$ cat src/rtl/vga_sync_decoder.sv
// rtl/vga_sync_decoder.sv - recovers pixel coordinates and lock status from a VGA sync/colour stream
module vga_sync_decoder #(
    parameter int H_TOTAL = 800,
    parameter int H_VIS   = 640,
    parameter int H_SS    = 656,
    parameter int H_SE    = 752,
    parameter int V_TOTAL = 525,
    parameter int V_VIS   = 480,
    parameter int V_SS    = 490,
    parameter int V_SE    = 492
) (
    input  logic        CLK,
    input  logic        RST_BTN,
    input  logic        i_pix_stb,
    input  logic        i_hs,
    input  logic        i_vs,
    input  logic [11:0] i_rgb,
    output logic [9:0]  o_x,
    output logic [9:0]  o_y,
    output logic [11:0] o_rgb,
    output logic        o_de,
    output logic        o_frame_start,
    output logic        o_locked,
    output logic        o_err,
    output logic [7:0]  o_err_cnt
);

    localparam logic [9:0] H_LAST = 10'(H_TOTAL - 1);
    localparam logic [9:0] V_LAST = 10'(V_TOTAL - 1);
    localparam logic [9:0] HVIS_C = 10'(H_VIS);
    localparam logic [9:0] VVIS_C = 10'(V_VIS);
    localparam logic [9:0] HSS_C  = 10'(H_SS);
    localparam logic [9:0] HSE_C  = 10'(H_SE);
    localparam logic [9:0] VSS_C  = 10'(V_SS);
    localparam logic [9:0] VSE_C  = 10'(V_SE);

    typedef enum logic [1:0] {SEARCH, H_ACQ, V_ACQ, LOCKED} state_t;

    state_t      state_q, state_d;
    logic [9:0]  hcnt_q, hcnt_d, vcnt_q, vcnt_d;
    logic [9:0]  hn, vn;
    logic        hs_q, vs_q;
    logic        arm_q, arm_d;
    logic [9:0]  x_q, y_q;
    logic [11:0] rgb_q;
    logic        de_q, fs_q, err_q;
    logic [7:0]  err_cnt_q;
    logic        hs_fall, hs_rise, vs_fall, vs_rise, viol;

    always_comb begin
        hn = (hcnt_q == H_LAST) ? 10'd0 : hcnt_q + 10'd1;
        vn = vcnt_q;
        if (hn == 10'd0) begin
            vn = (vcnt_q == V_LAST) ? 10'd0 : vcnt_q + 10'd1;
        end

        hs_fall = i_pix_stb & hs_q & ~i_hs;
        hs_rise = i_pix_stb & ~hs_q & i_hs;
        vs_fall = i_pix_stb & vs_q & ~i_vs;
        vs_rise = i_pix_stb & ~vs_q & i_vs;

        hcnt_d = hs_fall ? HSS_C : hn;
        vcnt_d = vs_fall ? VSS_C : vn;

        // Predictions are compared before any re-anchoring load is applied.
        viol = (state_q == LOCKED) &
               ((hs_fall & (hn != HSS_C)) |
                (hs_rise & (hn != HSE_C)) |
                (vs_fall & ((vn != VSS_C) | (hn != 10'd0))) |
                (vs_rise & ((vn != VSE_C) | (hn != 10'd0))) |
                (i_pix_stb & ~i_hs & (hn == HSE_C)));
    end

    always_comb begin
        state_d = state_q;
        arm_d   = arm_q;
        case (state_q)
            SEARCH: begin
                arm_d = 1'b0;
                if (hs_fall) state_d = H_ACQ;
            end
            H_ACQ: begin
                if (hs_fall && hn == HSS_C) state_d = V_ACQ;
            end
            V_ACQ: begin
                if (vs_fall) begin
                    if (!arm_q) begin
                        arm_d = 1'b1;
                    end else if (vn == VSS_C && hn == 10'd0) begin
                        state_d = LOCKED;
                        arm_d   = 1'b0;
                    end else begin
                        arm_d = 1'b0;
                    end
                end
            end
            LOCKED: begin
                if (viol) state_d = SEARCH;
            end
            default: state_d = SEARCH;
        endcase
    end

    always_ff @(posedge CLK) begin
        if (RST_BTN) begin
            state_q   <= SEARCH;
            hcnt_q    <= '0;
            vcnt_q    <= '0;
            hs_q      <= 1'b1;
            vs_q      <= 1'b1;
            arm_q     <= 1'b0;
            x_q       <= '0;
            y_q       <= '0;
            rgb_q     <= '0;
            de_q      <= 1'b0;
            fs_q      <= 1'b0;
            err_q     <= 1'b0;
            err_cnt_q <= '0;
        end else begin
            fs_q  <= 1'b0;
            err_q <= 1'b0;
            if (i_pix_stb) begin
                state_q <= state_d;
                hcnt_q  <= hcnt_d;
                vcnt_q  <= vcnt_d;
                hs_q    <= i_hs;
                vs_q    <= i_vs;
                arm_q   <= arm_d;
                x_q     <= hcnt_d;
                y_q     <= vcnt_d;
                rgb_q   <= i_rgb;
                de_q    <= (state_d == LOCKED) && (hcnt_d < HVIS_C) && (vcnt_d < VVIS_C);
                fs_q    <= (state_d == LOCKED) && (hcnt_d == 10'd0) && (vcnt_d == 10'd0);
                err_q   <= viol;
                if (viol && err_cnt_q != 8'hFF) begin
                    err_cnt_q <= err_cnt_q + 8'd1;
                end
            end
        end
    end

    assign o_x           = x_q;
    assign o_y           = y_q;
    assign o_rgb         = rgb_q;
    assign o_de          = de_q;
    assign o_frame_start = fs_q;
    assign o_locked      = (state_q == LOCKED);
    assign o_err         = err_q;
    assign o_err_cnt     = err_cnt_q;

endmodule

$ cat config.mk
export PLATFORM = sky130hd
export DESIGN_NAME = vga_sync_decoder
export DESIGN_NICKNAME = d
export VERILOG_FILES = /design/src/rtl/vga_sync_decoder.sv
export SDC_FILE = /design/constraint.sdc
export NUM_CORES = 1
export LEC_CHECK = 0
export ABC_AREA = 1
export ABC_CLOCK_PERIOD_IN_PS = 3500
export BUFFER_PORTS_ARGS = -buffer_cell sky130_fd_sc_hd__buf_2
export CAP_MARGIN = 25
export CORE_AREA = 2 2 104 106
export DETAILED_ROUTE_END_ITERATION = 8
export DIE_AREA = 0 0 106 108
export PLACE_DENSITY = 0.46
export RECOVER_POWER = 50
export SYNTH_ARGS = -nofsm -noshare
export SYNTH_HDL_FRONTEND = slang
export SYNTH_SLANG_ARGS = --single-unit
$ cat constraint.sdc
create_clock -name CLK -period 3.5 [get_ports CLK]
set_clock_uncertainty 0.1 [all_clocks]
set_input_delay 0.175 -clock CLK [delete_from_list [all_inputs] [get_ports CLK]]
set_output_delay 0.175 -clock CLK [all_outputs]
set_load 0.02 [all_outputs]
==> summary.md, run 1 <==
| Metric | Value |
|---|---|
| CTS root buf | `clkbuf_8` |
| Gr usage total | `14.1%` |
| Final-report max-slew violation count | `0` |
| Part of the cycle the worst path needs | `89.0%` |
| CP Capture Type | `flop` |
| Bufs and invs on worst path | `2` |
| Number of global-route vias before repair | `2811` |
| Clock slew at reported path FFs | `0.10 ns` |
| Dpl hpwl | `5810 microns` |
| Cells after Synth | `434` |
| First-pass GRT wire length | `13200 microns` |
| Req. time, crit path | `3.57 ns` |
| Cell Area, Placed | `0.00338 sq mm` |
| Combinational Power Share | `17.2%` |
| CP cell instances | `ha_1, nand2_2, inv_2, nand2_1, nand2_1, inv_2, a21oi_2, nand2_2, nor2_8, nand2_4, o21ai_2, nand2_1, nor2_2, nand3_2, nand2_2, nand3_4, nand3_2, xor2_1, nor2_1` |
| Top post-synthesis cells by area | `dfxtp_1, nand2_1, nor2_1` |
| Setup violators final | `0` |
| Yosys top cell area share | `32.6%` |
| GPL Wtd Cong | `0.813` |
| Crit path largest cell delay | `0.45 ns` |
| Slew @ Worst Pin | `1.24 ns` |
| Power Dens Cells | `369 mW/mm^2` |
| Die ar. | `0.0114 sq mm` |
| Cell family with most CP delay | `simple AND/OR/NAND/NOR gates` |
| P_sw | `0.390 mW` |
| Peak VDD IR | `0.000150 V` |
| Clock power share | `37.5%` |
| Grt total ovfl | `0` |
| Row cnt | `37` |
| Pin count of the biggest net entering global routing | `36` |
| Num CTS Buffers | `5` |
| Post-CTS sizing | `0` |
| Clock latency on the worst-skew pair | `0.31 ns` |
| Synth Area in Adders | `2.12%` |
| Hold Vio Cnt, Final | `0` |
| Number of max-cap violations | `0` |
| DRT Wirelength | `7880 microns` |
| Post-Syn Area | `0.00294 sq mm` |
| Slowest-stage cell, CP | `dfxtp_1` |
| Crit path time final | `3.12 ns` |
| Crit path max fanout | `15` |
| WP data arrival | `3.18 ns` |
| Die width | `106 microns` |
| Seq pwr share | `45.3%` |
| Core area | `0.0102 sq mm` |
| CTS H-tree lvls | `2` |
| Drc violations | `0` |
| Compound-Gate Fraction of Synth Area | `15.2%` |
| Vias per inst | `4.64` |
| Seq cells post-synth | `48` |
| Post-synthesis simple-gate area fraction | `36.8%` |
| Fin nets | `526` |
| Cell accounting for the most synthesized area | `dfxtp_1` |
| Synth Warn # | `0` |
| Clock sinks | `48` |
| Syn Area/Cell | `6.78 sq um` |
| RSZ-0062 raised after global routing | `false` |
| Run status | `complete, no violations` |
| Post-synthesis xor/xnor area fraction | `2.68%` |
| Chip height | `108 microns` |
| Sequential area share after synthesis | `32.6%` |
| Setup TNS | `0 ns` |
| Leak | `1.55 nW` |
| Mux contribution to synthesized area | `0%` |
| Antenna Cells | `0` |
| Layout cells sized above 1 | `15.8%` |
| Net switching fraction of the power | `29.3%` |
| IO Port Bufs | `60` |
| Main combinational cell family by area after synthesis | `simple AND/OR/NAND/NOR gates` |
| Max Fclk | `0.321 GHz` |
| Routed Antenna Nets | `0` |
| I/O pins | `61` |
| DR WL/cell | `12.3 microns` |
| HP Class | `input pin to flop` |
| Relative slew slack | `17.2%` |
| Iteration-0 DRC Markers | `117` |
| CTS tree | `done` |
| P&R area growth vs syn | `22.1%` |
| Critical Setup Path Class | `flop to flop` |
| Vias | `2976` |
| Final Cell Area | `0.00359 sq mm` |
| Unique masters post-synth | `40` |
| Final core utilization | `35.1%` |
| Initial antenna violation count | `0` |
| Pre-Repair DR Iteration Count | `4` |
| Setup crit start kind | `flop` |
| Initial Util | `28.8%` |
| Net Count, Synth | `456` |
| Int Pwr | `0.938 mW` |
| Clock Path Buffers | `2` |
cell families after synthesis:
| group | after synthesis |
|---|---|
| AOI/OAI and AO/OA | 75 |
| xor gates and xnor gates | 9 |
| adders and majority gates | 5 |
| buffers and inverters | 78 |
| DFF | 48 |
| and+or+nand+nor | 219 |
what timing repair did:
action	4_1_cts	5_1_grt
setup endpoints to repair	0	0
buffers inserted	0	0
hold endpoints to repair	12	0
hold buffers	12	0
sequential cells by signal, summed over array words and instances (netlist names), 2 cells and up:
name / count
o_rgb: 12
state_q: 2
o_err_cnt: 8
o_x: 10
o_y: 10
metrics by stage:
| step | hold slack (ns) | power [mW] | std cells | worst slack [ns] |
|---|---|---|---|---|
| floorplan | 0.210 | 0.766 | 434 | 0.629 |
| global placement | 0.297 | 0.839 | 621 | 0.489 |
| detailed placement | 0.304 | 0.837 | 621 | 0.444 |
| CTS | 0.0150 | 1.35 | 641 | 0.420 |
| global route | 0.0461 | 1.39 | 641 | 0.0528 |
| finish | 0.0175 | 1.33 | 641 | 0.384 |
routing by layer:
layer,share of wire [%],wire (microns),track usage [%],up-vias
li1,-,-,-,1561
met1,49,3870,18.9,1356
met2,47,3680,23.7,55
met3,3.4,270,2.23,4
met4,0.67,53,3.38,0
met5,0,0,0,-
power by group through the flow:
stage	registers, mW	clock network [mW]	logic (mW)
2_1_floorplan	0.637	0	0.129
6_report	0.602	0.498	0.228
3_3_place_gp	0.613	0	0.225
5_1_grt	0.606	0.529	0.257
4_1_cts	0.601	0.511	0.235
3_5_place_dp	0.614	0	0.223
path summary, 6_finish.rpt:
path	startpoint	end	slack, ns	cells after the start
hold reg to reg	o_de$_SDFFE_PP0P_	o_de$_SDFFE_PP0P_	0.38	2
hold / removal	i_vs	vs_q$_SDFFE_PP1P_	0.02	3
setup / recovery	o_x[1]$_SDFFE_PP0P_	o_err_cnt[0]$_SDFFE_PP0P_	0.38	19
setup reg to reg	o_x[1]$_SDFFE_PP0P_	o_err_cnt[0]$_SDFFE_PP0P_	0.38	19
cells in the mapped netlist, drive strengths merged:
cell / number
nand3: 36
o221ai: 6
nor3: 12
a221oi: 1
nand2: 84
nand4: 11
nor4: 2
o211ai: 2
xnor2: 1
dfxtp: 48
a21oi: 21
buf: 3
a41oi: 1
clkbuf: 11
o21bai: 3
a311oi: 1
clkinv: 1
nor2: 70
xor2: 8
nand3b: 2
inv: 63
or2: 2
o21ai: 37
a211oi: 3
ha: 5
cell type report:
type,instances,area (sq um)
Clock buffer,5,68.8
Clock inverter,3,68.8
Fill cell,1125,6640
Inverter,64,240
Multi-Input combinational cell,308,1670
Sequential cell,48,961
Tap cell,136,170
Timing Repair Buffer,77,414
placed cells by master, fill, tap and decap left out, types with 4 or more instances in the layout:
cell           count
nand3_1           28
xor2_1             8
dfxtp_1           48
clkbuf_1          33
clkbuf_8           5
dlygate4sd3_1     12
buf_2             28
nand2_1           70
nor3_1            12
buf_4              4
nor2_1            63
ha_1               5
nand3_2            6
o21ai_1            4
a21oi_1           20
o21ai_0           30
nand4_1           11
inv_2              5
o221ai_1           6
inv_1             58
nand2_2           12
worst reg2reg max path: stages (launching register included):
cell     delay, ns
dfxtp_1       0.45
ha_1          0.24
nand2_2       0.11
inv_2         0.08
nand2_1       0.07
nand2_1       0.15
inv_2         0.05
a21oi_2       0.12
nand2_2       0.10
nor2_8        0.15
nand2_4       0.15
o21ai_2       0.22
nand2_1       0.09
nor2_2        0.14
nand3_2       0.10
nand2_2       0.10
nand3_4       0.09
nand3_2       0.22
xor2_1        0.19
nor2_1        0.06
(Power assumes the default switching activity.)
==> inputs of run 2 (changes only) <==
--- a/config.mk
+++ b/config.mk
@@ -9,10 +9,13 @@
 export ABC_CLOCK_PERIOD_IN_PS = 3500
 export BUFFER_PORTS_ARGS = -buffer_cell sky130_fd_sc_hd__buf_2
 export CAP_MARGIN = 25
+export CELL_PAD_IN_SITES_DETAIL_PLACEMENT = 0
+export CELL_PAD_IN_SITES_GLOBAL_PLACEMENT = 2
 export CORE_AREA = 2 2 104 106
 export DETAILED_ROUTE_END_ITERATION = 8
 export DIE_AREA = 0 0 106 108
-export PLACE_DENSITY = 0.46
+export HOLD_SLACK_MARGIN = 0.15
+export PLACE_DENSITY = 0.76
 export RECOVER_POWER = 50
 export SYNTH_ARGS = -nofsm -noshare
 export SYNTH_HDL_FRONTEND = slang
==> summary.md, run 2 (synthesis gave the netlist of run 1 again) <==
| Metric | Value |
|---|---|
| Number of max-cap violations | `0` |
| Most common cell after layout, fill and taps aside | `nand2_1` |
| Die ar. | `0.0114 sq mm` |
| Post-CTS sizing | `0` |
| I/O pins | `61` |
| Max Fclk | `0.324 GHz` |
| Row cnt | `37` |
| Setup violators final | `0` |
| RSZ-0062 raised after global routing | `false` |
| Setup TNS | `0 ns` |
| CTS H-tree lvls | `2` |
| GPL Wtd Cong | `0.774` |
| Antenna Cells | `0` |
| First-pass GRT wire length | `13500 microns` |
| CTS root buf | `clkbuf_8` |
| Power Dens Cells | `369 mW/mm^2` |
| Gr usage total | `14.8%` |
| Clock Path Buffers | `2` |
| Most frequent cells in the layout | `nand2_1, nor2_1, inv_1` |
| Core area | `0.0102 sq mm` |
| Peak VDD IR | `0.000170 V` |
| WP data arrival | `3.15 ns` |
| Overall power | `1.33 mW` |
| Num CTS Buffers | `5` |
| Number of global-route vias before repair | `2742` |
| Final Non-Filler Cells | `643` |
| Crit path max fanout | `15` |
| Slew @ Worst Pin | `1.26 ns` |
| Post-CTS setup buffer count | `0` |
| DR WL/cell | `13.0 microns` |
| DRT Wirelength | `8330 microns` |
| Crit path time final | `3.09 ns` |
| Fin nets | `528` |
| Layout cells sized above 1 | `15.6%` |
| CTS tree | `done` |
| Leak | `1.56 nW` |
| Relative slew slack | `15.7%` |
| CTS Hold Bufs | `14` |
| Clock latency on the worst-skew pair | `0.31 ns` |
| P&R area growth vs syn | `22.7%` |
| Vias per inst | `4.66` |
| Critical Setup Path Class | `flop to flop` |
| Pre-Repair DR Iteration Count | `4` |
| Iteration-0 DRC Markers | `90` |
| Final Cell Area | `0.00361 sq mm` |
| CP Capture Type | `flop` |
| Grt total ovfl | `0` |
| Chip height | `108 microns` |
| Drc violations | `0` |
| Die width | `106 microns` |
| Clock slew at reported path FFs | `0.10 ns` |
| Cell Area, Placed | `0.00338 sq mm` |
| Placed insts | `621` |
| Number of flip-flops in the largest register | `12` |
| Initial Util | `28.8%` |
| HP Class | `input pin to flop` |
| Hold Vio Cnt, Final | `0` |
| Initial antenna violation count | `0` |
| Part of the cycle the worst path needs | `88.2%` |
| Pin count of the biggest net entering global routing | `36` |
| Run status | `complete, no violations` |
| Vias | `2994` |
| Clock sinks | `48` |
| Setup crit start kind | `flop` |
| Final-report max-slew violation count | `0` |
| Req. time, crit path | `3.57 ns` |
| Routed Antenna Nets | `0` |
| Dpl hpwl | `6180 microns` |
| IO Port Bufs | `60` |
run 2: changes by cell type in the layout (fill, tap and decap cells not counted):
cell,change
dlygate4sd3_1,+2
buf_2,-1
clkbuf_1,+1
run 2: final cells by class:
type / instances / area, sq um
Clock buffer: 5 / 68.8
Clock inverter: 3 / 68.8
Fill cell: 1138 / 6620
Inverter: 64 / 240
Multi-Input combinational cell: 308 / 1670
Sequential cell: 48 / 961
Tap cell: 136 / 170
Timing Repair Buffer: 79 / 433
run 2: worst max-delay path, cell delays in order (launching register included):
cell and delay, ns:
dfxtp_1 0.45, ha_1 0.24, nand2_2 0.10, inv_2 0.08
nand2_1 0.06, nand2_1 0.14, inv_2 0.05, a21oi_2 0.11
nand2_2 0.10, nor2_8 0.15, nand2_4 0.15, o21ai_2 0.22
nand2_1 0.09, nor2_2 0.15, nand3_2 0.11, nand2_2 0.11
nand3_4 0.10, nand3_2 0.22, xor2_1 0.16, nor2_1 0.05
run 2: path summary, 6_finish.rpt:
path,from,cells after the start,endpoint,slack [ns]
worst max-delay path,o_x[1]$_SDFFE_PP0P_,19,o_err_cnt[0]$_SDFFE_PP0P_,0.41
worst min-delay path,i_pix_stb,3,o_x[3]$_SDFFE_PP0P_,0.30
worst max register to register,o_x[1]$_SDFFE_PP0P_,19,o_err_cnt[0]$_SDFFE_PP0P_,0.41
worst min register to register,o_de$_SDFFE_PP0P_,2,o_de$_SDFFE_PP0P_,0.37
run 2: stage by stage:
step	utilization (%)	hold WS (ns)	worst slack (ns)
after floorplan	-	0.210	0.629
after global placement	33.0	0.298	0.495
after detailed placement	33.0	0.304	0.424
after CTS	35.8	0.156	0.413
after global routing	35.3	0.316	0.0776
final	35.3	0.304	0.413
run 2: report_power, final:
part | internal, mW | switching [mW] | total, mW
clock | 0.288 | 0.211 | 0.499
sequential | 0.572 | 0.0304 | 0.603
combinational | 0.0791 | 0.153 | 0.232
total | 0.939 | 0.394 | 1.33
run 2: layer usage:
layer | part of all wire, % | wire [microns] | GRT usage, %
met5 | 0 | 0 | 0
met4 | 1.1 | 93 | 3.48
met3 | 3.1 | 256 | 2.35
met2 | 46 | 3820 | 24.4
met1 | 50 | 4160 | 20.3
